--- src/rtl/wind_pkg.sv ---
// wind_pkg: shared constants, FSM state type and saturation helper for the wind back end
package wind_pkg;
    localparam int DEG180      = 184320;
    localparam int DEG360      = 368640;
    localparam int ANGLE_W_DEF = 19;
    localparam int SPEED_W_DEF = 16;
    typedef enum logic [2:0] {S_IDLE, S_DIFF, S_ACC, S_SCALE, S_OUT} state_t;
    function automatic logic signed [63:0] saturate(input logic signed [63:0] x, input int w);
        logic signed [63:0] hi, lo;
        hi = (64'sd1 <<< (w - 1)) - 64'sd1;
        lo = -hi - 64'sd1;
        return x > hi ? hi : (x < lo ? lo : x);
    endfunction
endpackage

--- src/rtl/phasewrap.sv ---
// phasewrap: combinational A-B phase difference wrapped into [-180, +180) degrees (Q10)
// Ports: i_a, i_b signed W-bit angles; o_d signed W-bit wrapped difference
module phasewrap import wind_pkg::*; #(
    parameter int W = ANGLE_W_DEF
) (
    input  logic signed [W-1:0] i_a,
    input  logic signed [W-1:0] i_b,
    output logic signed [W-1:0] o_d
);
    logic signed [W:0] w_raw, w_wrap;
    assign w_raw  = (W+1)'(i_a) - (W+1)'(i_b);
    assign w_wrap = w_raw >= DEG180 ? w_raw - (W+1)'(DEG360) :
                    w_raw < -DEG180 ? w_raw + (W+1)'(DEG360) : w_raw;
    assign o_d    = W'(w_wrap);
endmodule

--- src/rtl/wind_multiaxis.sv ---
// wind_multiaxis: time-multiplexed multi-axis phase-difference averager and speed scaler
// Ports: i_clock, i_reset (async high), i_enable, i_sample strobe, i_angA/i_angB packed
// per-axis angles, i_meanlen window exponent; o_speed packed speeds, o_ready update pulse,
// o_busy (FSM not idle), o_overrun (sticky dropped-sample flag)
module wind_multiaxis import wind_pkg::*; #(
    parameter int                 NAXES       = 2,
    parameter int                 ANGLE_W     = ANGLE_W_DEF,
    parameter int                 SPEED_W     = SPEED_W_DEF,
    parameter int                 MAXLOG2     = 8,
    parameter logic signed [15:0] SCALE       = 16'sd1024,
    parameter int                 SCALE_SHIFT = 10
) (
    input  logic                       i_clock,
    input  logic                       i_reset,
    input  logic                       i_enable,
    input  logic                       i_sample,
    input  logic [NAXES*ANGLE_W-1:0]   i_angA,
    input  logic [NAXES*ANGLE_W-1:0]   i_angB,
    input  logic [3:0]                 i_meanlen,
    output logic [NAXES*SPEED_W-1:0]   o_speed,
    output logic                       o_ready,
    output logic                       o_busy,
    output logic                       o_overrun
);
    localparam int IW  = NAXES > 1 ? $clog2(NAXES) : 1;
    localparam int ACW = ANGLE_W + MAXLOG2;
    localparam int PW  = ACW + 16;
    localparam int CW  = MAXLOG2 + 1;

    state_t                      r_state;
    logic [IW-1:0]               r_i;
    logic [CW-1:0]               r_cnt;
    logic [3:0]                  r_len;
    logic [NAXES*ANGLE_W-1:0]    r_a, r_b;
    logic signed [ANGLE_W-1:0]   r_d;
    logic signed [ACW-1:0]       r_acc [NAXES];
    logic signed [PW-1:0]        r_prod;
    logic [NAXES*SPEED_W-1:0]    r_speed;
    logic                        r_ready, r_overrun;

    logic signed [ANGLE_W-1:0]   w_d;
    logic signed [ACW-1:0]       w_mean;
    logic                        w_last, w_win_end, w_accept, w_new_win;
    logic [3:0]                  w_len;

    phasewrap #(.W(ANGLE_W)) u_wrap (
        .i_a (r_a[int'(r_i)*ANGLE_W +: ANGLE_W]),
        .i_b (r_b[int'(r_i)*ANGLE_W +: ANGLE_W]),
        .o_d (w_d)
    );

    assign w_last    = r_i == IW'(NAXES - 1);
    assign w_win_end = r_cnt == (CW'(1) << r_len) - CW'(1);
    assign w_mean    = r_acc[r_i] >>> r_len;
    assign w_len     = i_meanlen > MAXLOG2 ? 4'(MAXLOG2) : i_meanlen;
    // A new sample may be taken on the very edge the FSM returns to IDLE.
    assign w_accept  = i_sample & i_enable & (r_state == S_IDLE |
                       (r_state == S_ACC & w_last & !w_win_end) | (r_state == S_OUT & w_last));
    // Window exponent is only relatched when the window counter is (or becomes) zero.
    assign w_new_win = r_state == S_OUT | (r_state == S_IDLE & r_cnt == '0);

    assign o_speed   = r_speed;
    assign o_ready   = r_ready;
    assign o_busy    = r_state != S_IDLE;
    assign o_overrun = r_overrun;

    always_ff @(posedge i_clock or posedge i_reset) begin
        if (i_reset) begin
            r_state   <= S_IDLE;
            r_i       <= '0;
            r_cnt     <= '0;
            r_len     <= '0;
            r_a       <= '0;
            r_b       <= '0;
            r_d       <= '0;
            r_prod    <= '0;
            r_speed   <= '0;
            r_ready   <= 1'b0;
            r_overrun <= 1'b0;
            for (int n = 0; n < NAXES; n++) r_acc[n] <= '0;
        end else begin
            r_ready <= 1'b0;
            if (i_sample & i_enable & o_busy & !w_accept) r_overrun <= 1'b1;
            case (r_state)
                S_DIFF: begin
                    r_d     <= w_d;
                    r_state <= S_ACC;
                end
                S_ACC: begin
                    r_acc[r_i] <= r_acc[r_i] + ACW'(r_d);
                    if (!w_last) begin
                        r_i     <= r_i + 1'b1;
                        r_state <= S_DIFF;
                    end else if (w_win_end) begin
                        r_i     <= '0;
                        r_state <= S_SCALE;
                    end else begin
                        r_cnt   <= r_cnt + 1'b1;
                        r_state <= S_IDLE;
                    end
                end
                S_SCALE: begin
                    r_prod  <= PW'(w_mean) * PW'(SCALE);
                    r_state <= S_OUT;
                end
                S_OUT: begin
                    r_speed[int'(r_i)*SPEED_W +: SPEED_W] <=
                        SPEED_W'(saturate(64'(r_prod >>> SCALE_SHIFT), SPEED_W));
                    r_acc[r_i] <= '0;
                    if (!w_last) begin
                        r_i     <= r_i + 1'b1;
                        r_state <= S_SCALE;
                    end else begin
                        r_cnt   <= '0;
                        r_ready <= 1'b1;
                        r_state <= S_IDLE;
                    end
                end
                default: ;
            endcase
            if (w_accept) begin
                r_a     <= i_angA;
                r_b     <= i_angB;
                r_i     <= '0;
                r_state <= S_DIFF;
                if (w_new_win) r_len <= w_len;
            end
        end
    end
endmodule

--- config.mk ---
export PLATFORM = sky130hd
export DESIGN_NAME = wind_multiaxis
export DESIGN_NICKNAME = d
export VERILOG_FILES = /design/src/rtl/wind_pkg.sv /design/src/rtl/phasewrap.sv /design/src/rtl/wind_multiaxis.sv
export SDC_FILE = /design/constraint.sdc
export NUM_CORES = 1
export LEC_CHECK = 0
export CORE_MARGIN = 4
export CORE_UTILIZATION = 23
export CTS_BUF_LIST = sky130_fd_sc_hd__clkbuf_2 sky130_fd_sc_hd__clkbuf_4 sky130_fd_sc_hd__clkbuf_8
export CTS_CLUSTER_SIZE = 10
export DETAILED_ROUTE_END_ITERATION = 12
export HOLD_SLACK_MARGIN = 0.05
export PLACE_DENSITY = 0.48
export SLEW_MARGIN = 25
export SYNTH_ARGS = -nofsm -noshare
export SYNTH_HDL_FRONTEND = slang
export SYNTH_HIERARCHICAL = 1
export SYNTH_SLANG_ARGS = --single-unit
--- constraint.sdc ---
create_clock -name i_clock -period 8.25 [get_ports i_clock]
set_input_delay 0.825 -clock i_clock [delete_from_list [all_inputs] [get_ports i_clock]]
set_output_delay 0.825 -clock i_clock [all_outputs]
set_load 0.005 [all_outputs]
### After elaboration in Yosys (flattened, before gate mapping)

Cells that the tools add are included.

* $add $sub $neg: 8
* multipliers: 1
* magnitude comparators: 7
* eq/ne operators: 8
* shift-type cells: 6
* muxes and demuxes: 29
* bitwise gates (word level): 14
* reduce and logical (&&, ||, !) cells: 11

Operators with widths (count)
* 27-bit two-way mux: 4
* 54-bit case mux with 2 select lines: 1
* 38-bit by 7-bit variable part select with 19-bit output: 2
* 54-bit AND: 1
* 54-bit bitwise mux: 1
* 54-bit inverter: 1
* 19-bit two-way mux: 2
* 5-bit negation with 33-bit output: 1
* 16-bit by 33-bit variable shift with 32-bit output, first input constant: 1
* 16-bit by 33-bit variable part select with 32-bit output: 1
* 32-bit bitwise mux: 1
* 16-bit two-way mux: 2
* 27-bit by 19-bit adder with 27-bit output: 1
* 27-bit demux with 1-bit select: 1
* 27-bit by 16-bit > comparator with 1-bit output, second input constant: 1
* 27-bit by 16-bit < comparator with 1-bit output, second input constant: 1
* 9-bit two-way mux: 3
* 27-bit by 4-bit >>> shifter with 27-bit output: 1
* 20-bit by 19-bit greater-or-equal comparator with 1-bit output, second input constant: 1
* 20-bit by 19-bit < comparator with 1-bit output, second input constant: 1
* 19-bit by 19-bit subtractor with 20-bit output: 1
* 19-bit adder, second input constant: 1
* 19-bit subtractor, second input constant: 1
* 9-bit case mux with 2 select lines: 1
* 31 further kinds: 52

* flip-flop bits (word level): 227
* input port bits: 84
* output and inout port bits: 35

### Depth between registers and ports, before layout

* depth after elaboration: 10
* mapped depth: 21
* gate-level depth less buffers: 17

### Hierarchy

The synthesis kept the hierarchy.

By module, submodules not included
* wind_multiaxis: instances 1, cells each 1152, area an instance 12151.7 um^2, seq. area each 5680.4 um^2
* phasewrap: instances 1, cells each 180, area an instance 1302.5 um^2, seq. area each 0.0 um^2

### Least setup slack after synthesis

Ideal clock, no wire load.

* path type: register -> register
* start: reg r_i
* end: reg r_d[17]
* arrival: 4735 ps
* required time: 8125 ps
* slack: 3391 ps
* cell stages (with the launch flop): 19
* period minus slack after synthesis: 4859 ps
* cell sequence: dfrtp_1 > buf_2 > buf_1 > clkbuf_1 > clkbuf_1 > mux2_2 > ha_1 > fa_1 > nor2b_1 > o31ai_1 > a31o_2 > a21oi_4 > or3_1 > nand2_1 > ha_1 > or3_2 > a32o_1 > xnor2_1 > mux2_2

* word-level cells in the longest chain between the ends: 6
* elaborated cells on any way between the ends: 10
* classes of those cells: 3 x add/sub; 1 x mul; 2 x order compare; 2 x shift; 2 x mux

RTL lines
* from (decl): RTL line wind_multiaxis.sv:31 `logic [IW-1:0] r_i;`
* from (signal assigned): RTL line wind_multiaxis.sv:92 `r_i <= r_i + 1'b1;`
* from (signal assigned): RTL line wind_multiaxis.sv:111 `r_i <= r_i + 1'b1;`
* 1-bit by 5-bit multiplier with 6-bit output *: RTL line wind_multiaxis.sv:47, wind_multiaxis.sv:48
* 38-bit by 7-bit variable part select with 19-bit output, on equally long branches: RTL line wind_multiaxis.sv:47, wind_multiaxis.sv:48
* 19-bit by 19-bit subtractor with 20-bit output *: RTL line phasewrap.sv:11 `assign w_raw = (W+1)'(i_a) - (W+1)'(i_b);`
* 19-bit adder / 20-bit by 19-bit < comparator with 1-bit output (equally long branches): RTL line phasewrap.sv:13 `w_raw < -DEG180 ? w_raw + (W+1)'(DEG360) : w_raw;`
* 19-bit two-way mux: RTL line phasewrap.sv:13
* 19-bit two-way mux *: RTL line phasewrap.sv:12 `assign w_wrap = w_raw >= DEG180 ? w_raw - (W+1)'(DEG360) :`
* via w_d[17]: RTL line wind_multiaxis.sv:41 `logic signed [ANGLE_W-1:0] w_d;`
* to (signal assigned): RTL line wind_multiaxis.sv:86 `r_d <= w_d;`
* to (decl): RTL line wind_multiaxis.sv:35 `logic signed [ANGLE_W-1:0] r_d;`

The timed path passes the listed nets; every way through them passes the cells marked *.
A chain may end at the register's enable or synchronous reset.

### Worst setup path in the final report

Same ends and word-level chain as after synthesis.

==> results.yml <==
route:
  drt_iter0_markers: 425
  drtAntennaViolNets: 0
  wirelength_um: 34800
  dr.pass1.iters: 5
  vias: 9997
  post_drt_wl_per_cell_um: 15.6
  viasPerCell: 4.49
  drc: 0
synthesis:
  synth_warnings: 6
  ys.flop_type: "dfrtp_1"
  synth_seq_area_share_pct: 42.2
  synth_nets: 1469
  syn_inst: 1332
  synth.ff_latch_count: 227
  syn_area_um2: 13500
  async_reset_ff_share_pct: 100
  avgSynthCellArea_um2: 10.1
  synth_edf_count: 0
  yosysUniqueCellTypes: 75
sta:
  fin_crit_ps: 5210
  timing.final.crit_share_pct: 63.2
  finalSetupViolCount: 0
  hold_viol_final: 0
  maxSlewViolCount: 0
  slew_headroom_pct: 36.6
  worst_pin_slew_ps: 952
  layout_setup_ws_ps: 3040
  finalClockSkew_ps: 25.8
  tns_ps: 0
  timing.fmax_mhz: 192
  rsz0062_at_grt: "no"
grt:
  grt_use_total_pct: 11.0
  antenna_found_initial: 0
  grt_overflow: 0
  grt.busiest_layer: "met2"
  use_met2_pct: 17.6
  grt_max_degree: 83
  grt_pass1_vias: 10342
  use_met3_pct: 2.30
  grt_pass1_wl_um: 56900
  grtUsageMet1_pct: 15.3
floorplanning:
  die_area_um2: 62400
  core_um2: 57800
  io_pins: 119
  die_w_um: 250
  rows: 88
  die_y_um: 250
  initial_utilization_pct: 23.3
worst_setup_path:
  critical_path.startpoint_type: "flop"
  endpoint_kind: "flop"
  path_max_fanout: 40
  cp.required_ps: 8700
  arrival_ps: 5660
  cp_slowest_cell: "dfrtp_2"
  crit_chain: "buf_4 -> mux2_2 -> ha_1 -> a21oi_1 -> nand2_1 -> o21ai_1 -> nor3_1 -> nor3_2 -> inv_1 -> ha_1 -> or3_2 -> a32o_1 -> xnor2_1 -> mux2_2"
  cpPeakStageDelay_ps: 950
  worst-r2r-setup-slack_ps: 3040
  path_class: "flop to flop"
worst_hold_path:
  hold_class: "flop to flop"
final_layout:
  area_growth_pct: 20.9
  layout.nets: 1573
  drive_gt1_share_pct: 20.5
  final_common_cell: "dfrtp_1"
  multi_input_area_um2: 7290
  fill_cells: 6118
  antenna_cells: 0
  final_cell_mix: "dfrtp_1, mux2_2, nand2_1"
  seqCellArea_um2: 5680
cts:
  cts_tree: "built"
  ctsResizeCount: 0
  clkSlewWorstSetupHoldPaths_ps: 50
  root_buffer: "clkbuf_8"
  cts_buffers: 41
  clk_latency_ps: 580
  clockBufferDepth: 3
  cts_max_level: 2
  cts_hold_buf: 0
  cts_setup_buffers: 0
  clock-sinks: 227
outcome:
  outcome: "complete, no violations"
run:
  drv_cap: 0
placed_design:
  post-dp-hpwl_um: 25000
  gp_congestion: 0.819
  numPortBuffers: 118
  pre_cts_slack_ps: 3050
-- synthesized netlist by cell type (all sizes together) (7+ instances only) --
master	instances	area share, %
a21o	24	1.4
ha	51	4.7
xor2	17	1.2
o21bai	7	0.39
dfrtp	227	42
a21oi	64	2.5
clkbuf	47	1.3
xnor2	40	2.7
nor4	8	0.42
nor3	12	0.52
mux2i	40	3.0
o21a	8	0.45
nand2	143	4.0
a22o	34	2.2
nor2b	10	0.46
a31oi	7	0.33
nand2b	10	0.46
o21ai	120	4.5
nand3	37	1.4
inv	45	1.3
buf	26	1.1
nor2	81	2.3
and3	11	0.51
mux2	181	15
o211ai	7	0.39
-- critical path, delay by kind of cell, from the launching register on --
family                     cells  cell delay, ps
xor gates and xnor gates       1             120
buffers and inverters          2             670
AOI/OAI and AO/OA              3             890
DFF                            1             950
adders and majority gates      2             560
muxes                          2             670
and+or+nand+nor                4            1160
-- per-layer routing --
| layer | vias up | share of wire, % | wire, µm |
|---|---|---|---|
| met5 | - | 0 | 0 |
| met4 | 0 | 1.8 | 611 |
| li1 | 4993 | - | - |
| met3 | 47 | 4.4 | 1530 |
| met1 | 4762 | 49 | 17100 |
| met2 | 195 | 45 | 15600 |
-- through the flow --
| step | cell area, µm² | cells | util, % | hold WS (ps) |
|---|---|---|---|---|
| 6_report | 16300 | 2228 | 28.1 | 469 |
| 5_1_grt | 16300 | 2228 | 28.1 | 494 |
| 4_1_cts | 16200 | 2227 | 28.1 | 478 |
| 3_5_place_dp | 15400 | 2157 | 26.6 | 465 |
| 3_3_place_gp | 15400 | 2157 | 26.6 | 458 |
| 2_1_floorplan | 13500 | 1332 | - | 444 |
-- path summary, 6_finish.rpt --
check	start	endpoint	depth (start not counted)
setup / recovery	r_i	r_d[17]	14
hold / removal	o_speed[31]	o_speed[31]	2
setup reg to reg	r_i	r_d[17]	14
hold reg to reg	o_speed[31]	o_speed[31]	2
max in group asynchronous	i_reset	r_a[32]	3
min in group asynchronous	i_reset	r_acc[1]	2
-- registers in the layout, indices dropped and copies added, names as in the netlist --
name	flops
r_acc	54
r_a	38
r_b	38
o_speed	32
r_prod	27
r_d	19
r_cnt	9
r_len	4
r_state	3
o_overrun	1
o_ready	1
r_i	1
-- kinds of logic (layout without fill, tap and decap cells) --
| kind of cell | count (synthesis) | in the layout | synth area share [%] |
|---|---|---|---|
| AO/OA/AOI/OAI | 311 | 311 | 14.8 |
| XOR/XNOR | 57 | 57 | 3.91 |
| adder cells (fa/ha/maj) | 53 | 53 | 5.04 |
| buffers and inverters | 119 | 250 | 3.71 |
| flip-flops | 227 | 227 | 42.2 |
| multiplexers | 224 | 224 | 18.7 |
| AND/OR/NAND/NOR | 341 | 341 | 11.6 |
-- cell type report --
type / instances / area share (%)
multi-input cells: 986 / 44.8
clock buffers: 61 / 4.85
flip-flops and latches: 227 / 34.9
clock inverters: 9 / 0.292
repair buffers: 134 / 8.14
inverters: 46 / 1.11
well taps: 765 / 5.88
Power is not shown: default switching activity piles up to over one toggle a cycle in this logic, so the estimate is an artifact.
